==> config.mk <==
export PLATFORM = sky130hd
export DESIGN_NAME = mem_wb_stage
export DESIGN_NICKNAME = d
export VERILOG_FILES = /design/src/rtl/mem_wb_stage.sv
export SDC_FILE = /design/constraint.sdc
export NUM_CORES = 1
export LEC_CHECK = 0
export CAP_MARGIN = 10
export CORE_ASPECT_RATIO = 0.9
export CORE_UTILIZATION = 40
export CTS_CLUSTER_DIAMETER = 80
export CTS_CLUSTER_SIZE = 14
export DETAILED_ROUTE_END_ITERATION = 12
export PLACE_DENSITY = 0.73
export SLEW_MARGIN = 20
export SYNTH_ARGS = -nofsm -noshare
export SYNTH_HDL_FRONTEND = slang
export SYNTH_SLANG_ARGS = --single-unit
==> constraint.sdc <==
create_clock -name clk -period 2.1 [get_ports clk]
set_input_delay 0.21 -clock clk [delete_from_list [all_inputs] [get_ports clk]]
set_output_delay 0.21 -clock clk [all_outputs]
set_load 0.02 [all_outputs]
==> src/rtl/mem_wb_stage.sv <==
// MEM/WB pipeline register, register-file write driver and one-cycle writeback bypass.
// Optional retired-instruction counter is enabled by defining MEM_WB_RETIRE_CNT_EN.
module mem_wb_stage #(
  parameter int DATA_W = 32,
  parameter int ADDR_W = 5,
  parameter int CNT_W  = 32
) (
  input  logic              clk,
  input  logic              rst,
  input  logic              stall_i,
  input  logic              flush_i,
  input  logic              in_valid,
  input  logic              in_RegWrite,
  input  logic              in_MemtoReg,
  input  logic [DATA_W-1:0] in_alu_result,
  input  logic [DATA_W-1:0] in_mem_data,
  input  logic [ADDR_W-1:0] in_write_reg,
  output logic              rf_we,
  output logic [ADDR_W-1:0] rf_waddr,
  output logic [DATA_W-1:0] rf_wdata,
  output logic              wb_valid,
  output logic              byp_we,
  output logic [ADDR_W-1:0] byp_waddr,
  output logic [DATA_W-1:0] byp_wdata
`ifdef MEM_WB_RETIRE_CNT_EN
  ,
  output logic [CNT_W-1:0]  retire_cnt
`endif
);

  logic              valid_q;
  logic              regwrite_q;
  logic              memtoreg_q;
  logic [DATA_W-1:0] alu_result_q;
  logic [DATA_W-1:0] mem_data_q;
  logic [ADDR_W-1:0] write_reg_q;

  // NOTE: sequential state uses non-blocking assignments so every register
  // samples pre-edge values regardless of statement order.
  always_ff @(posedge clk) begin
    if (rst) begin
      valid_q      <= 1'b0;
      regwrite_q   <= 1'b0;
      memtoreg_q   <= 1'b0;
      alu_result_q <= '0;
      mem_data_q   <= '0;
      write_reg_q  <= '0;
    end else if (flush_i) begin
      // Flush takes priority over stall so a squashed instruction never lingers.
      valid_q      <= 1'b0;
      regwrite_q   <= 1'b0;
      memtoreg_q   <= 1'b0;
      alu_result_q <= '0;
      mem_data_q   <= '0;
      write_reg_q  <= '0;
    end else if (!stall_i) begin
      valid_q      <= in_valid;
      regwrite_q   <= in_RegWrite & in_valid;
      memtoreg_q   <= in_MemtoReg;
      alu_result_q <= in_alu_result;
      mem_data_q   <= in_mem_data;
      write_reg_q  <= in_write_reg;
    end
  end

  // Register 0 is hardwired to zero, so writes to it are dropped here.
  assign rf_we    = valid_q & regwrite_q & (write_reg_q != '0);
  assign rf_waddr = write_reg_q;
  assign rf_wdata = memtoreg_q ? mem_data_q : alu_result_q;
  assign wb_valid = valid_q;

  // A held instruction is already in the register file, so the bypass is
  // disabled while stalled to avoid re-forwarding it.
  always_ff @(posedge clk) begin
    if (rst) begin
      byp_we    <= 1'b0;
      byp_waddr <= '0;
      byp_wdata <= '0;
    end else begin
      byp_we    <= rf_we & ~stall_i;
      byp_waddr <= rf_waddr;
      byp_wdata <= rf_wdata;
    end
  end

`ifdef MEM_WB_RETIRE_CNT_EN
  always_ff @(posedge clk) begin
    if (rst) begin
      retire_cnt <= '0;
    end else if (!flush_i && !stall_i && in_valid && (retire_cnt != '1)) begin
      retire_cnt <= retire_cnt + CNT_W'(1);
    end
  end
`endif

endmodule

==> impl_metrics.tcl <==
set metrics [dict create \
    yosys.area_share.simple_pct 14.5 \
    ctsRootBufferMaster "sky130_fd_sc_hd__clkbuf_16" \
    endpoint_of_the_worst_register_to_register_path "byp_wdata[31]" \
    setup_violations 0 \
    fin_crit_ps 2040 \
    total_drc_errors_in_the_routed_layout 0 \
    timing.critical_path.required_ps 1890 \
    grt_antenna_before_repair 1 \
    post_syn_nets 431 \
    antenna_violating_nets_post_route 0 \
    rsz0062_at_grt "no" \
    muxShareOfSynthArea_pct 28.1 \
    cts_tree "built" \
    timing.setup.critical_path_class "reg -> out" \
    outcome "completed" \
    hold_violations 0 \
    critPathMaxStageDelay_ps 540 \
    postSynthCellCount 355 \
    worstPathArrival_ps 1830 \
    vias 2945 \
    gr-total-overflow 0 \
    numCtsBuffers 9 \
    clock_insertion_delay_worst_skew_ps 340 \
    hold_path_startpoint "stall_i" \
    crit_path_cell_trace "buf_12 > mux2_2 > clkdlybuf4s50_1" \
    grt.total_usage_pct 17.0 \
    worstMarginPinSlew_ps 623 \
    r2r.worst_path.cells 3 \
    core_area_mm2 0.0102 \
    post_cts.resized_instances 0 \
    layout-area-overhead-vs-synth_pct 44.7 \
    crit_path_top_delay_cell "sky130_fd_sc_hd__clkdlybuf4s50_1" \
    syn_area_mm2 0.00420 \
    grt_pass1_wl_um 14200 \
    place.port_buffers 152 \
    row_count 35 \
    max_clock_freq_mhz 489 \
    synth_seq_area_share_pct 52.4 \
    synthesis.yosys.warnings 0 \
    routabilityCongestion 0.713 \
    cts_htree_levels 3 \
    clkTransAtPathRegs_ps 70 \
    avgSynthCellArea_um2 11.8 \
    pin_count_of_the_biggest_net_entering_global_routing 47 \
    wire_per_inst_um 14.1 \
    synth_unique_cells 18 \
    multiInputGateArea_mm2 0.00180 \
    r2r-start "memtoreg_q" \
    placement.cell_area_mm2 0.00578 \
    grt_pass1_vias 2937 \
    share_of_layout_cells_above_drive_strength_1_pct 13.5 \
    max-cap-violations 0 \
    whs_path_depth 3 \
    synth_xor_area_share_pct 0 \
    critical_path_peak_fanout 25 \
    viasPerCell 4.64 \
    p_leak_nw 2.47 \
    floorplan.io_pins 153 \
    finalClockSkew_ps 7.05 \
    sum_of_negative_setup_slack_ps 0 \
    timing.max_slew.rel_slack_pct 58.5 \
    die_height_um 99.2 \
    final_area_mm2 0.00608 \
    die_width_um 110 \
    cts.sinks 110 \
    worst_ir_drop_vdd_v 0.000583 \
    fp.dieArea_mm2 0.0109 \
    sequential_cell_area_mm2 0.00220 \
    synth_compound_area_share_pct 0.357 \
    clk_path_buf_depth 2 \
    cts_hold_buf 0 \
    nNetsFinal 576 \
    buffers_inserted_during_post_cts_setup_optimization 0 \
    end_kind "output port" \
    drv_slew 0 \
    post_route_fraction_of_the_period_consumed_by_the_critical_path_pct 97.3 \
    p_per_area_mw_per_mm2 718 \
    firstDrtPassIters 4 \
    nFillCells 879 \
    dp_hpwl_um 6180 \
    post_synth_fa_ha_maj_area_fraction_pct 0 \
    setup_crit_start_kind "flip-flop" \
    ys_ff_latch 110 \
    worstHoldPathType "in -> reg" \
    floorplan.initialDensity_pct 41.0 \
    worst_hold_path.endpoint "rf_waddr[2]" \
    initialDrtViolationCount 78 \
    reg2reg_setup_slack_ps 860 \
    largest_family_of_logic_cells_by_synthesized_area "multiplexers" \
    drt_wl_total_um 8980 \
]
cell type report:
| cell class | instances | share of cell area (%) |
|---|---|---|
| clock buffer | 11 | 4.16 |
| clock inverter | 5 | 0.679 |
| timing repair buffer | 158 | 26.5 |
| sequential | 110 | 36.2 |
| antenna | 1 | 0.0412 |
| multi-input combinational | 220 | 29.7 |
| tap | 129 | 2.65 |
| inverter | 1 | 0.0617 |
worst max-delay path: cells and delay by family (launching register included):
family | cells | cell delay (ps)
buffers and inverters | 2 | 770
multiplexers | 1 | 370
flip-flops | 1 | 350
sequential cells by signal, summed over array words and instances (netlist names):
signal        count
alu_result_q     32
byp_waddr         5
byp_wdata        32
byp_we            1
mem_data_q       32
memtoreg_q        1
regwrite_q        1
rf_waddr          5
wb_valid          1
Yosys cell counts:
cell type	n	area, um2
sky130_fd_sc_hd__mux2_4	29	435
sky130_fd_sc_hd__nor2b_1	26	163
sky130_fd_sc_hd__buf_4	8	60.1
sky130_fd_sc_hd__nor2_1	72	270
sky130_fd_sc_hd__inv_1	1	3.75
sky130_fd_sc_hd__dfxtp_1	110	2200
sky130_fd_sc_hd__mux2_2	3	33.8
sky130_fd_sc_hd__buf_2	12	60.1
sky130_fd_sc_hd__or2_1	1	6.26
sky130_fd_sc_hd__nand2_1	2	7.51
sky130_fd_sc_hd__nor4_1	1	6.26
sky130_fd_sc_hd__buf_6	1	11.3
sky130_fd_sc_hd__nor2b_4	10	138
sky130_fd_sc_hd__buf_12	3	60.1
sky130_fd_sc_hd__nand3b_1	1	7.51
sky130_fd_sc_hd__mux2i_1	71	711
sky130_fd_sc_hd__nand4bb_1	1	11.3
sky130_fd_sc_hd__a21oi_1	3	15.0
kinds of logic after synthesis:
family                 after synthesis
AO/OA/AOI/OAI                        3
buffers and inverters               25
flip-flops                         110
multiplexers                       103
AND/OR/NAND/NOR                    114
placed cells by master (no fill, tap or decap), types with 4 or more instances in the layout:
cell type                         count
sky130_fd_sc_hd__clkdlybuf4s50_1    149
sky130_fd_sc_hd__dfxtp_1            109
sky130_fd_sc_hd__nor2_1              72
sky130_fd_sc_hd__mux2i_1             71
sky130_fd_sc_hd__mux2_4              29
sky130_fd_sc_hd__nor2b_1             26
sky130_fd_sc_hd__nor2b_4             10
sky130_fd_sc_hd__clkbuf_16            9
sky130_fd_sc_hd__buf_12               4
power breakdown:
group          total, mW  switching [mW]  internal [mW]
logic              0.543           0.224          0.319
clock network       1.65           0.770          0.881
registers           2.17          0.0289           2.15
total               4.37            1.02           3.35
stage by stage:
stage          setup WS [ps]  power [mW]  hold slack, ps  util, %  std cells
2_1_floorplan            928        2.51             354        -        355
3_3_place_gp             403        2.76             468     56.4        618
3_5_place_dp             401        2.77             477     56.4        618
4_1_cts                 18.6        4.44             389     59.3        634
5_1_grt                 1.21        4.56             395     59.3        634
6_report                55.8        4.37             392     59.3        635
worst max path at each step:
stage | start | endpoint | slack (ps)
floorplan | memtoreg_q | byp_wdata[3] | 930
global placement | memtoreg_q | rf_wdata[31] | 400
detailed placement | memtoreg_q | rf_wdata[29] | 400
CTS | memtoreg_q | rf_wdata[31] | 20
global route | memtoreg_q | rf_wdata[29] | 1
finish | memtoreg_q | rf_wdata[29] | 60
per-layer routing:
layer | share of wire, % | vias up | GRT usage (%)
met5 | 0 | - | 0
met4 | 1.5 | 0 | 5.85
met3 | 6.6 | 13 | 5.50
met2 | 48 | 91 | 28.3
met1 | 44 | 1385 | 20.5
li1 | - | 1456 | -
Power figures use the tool's default switching activity.
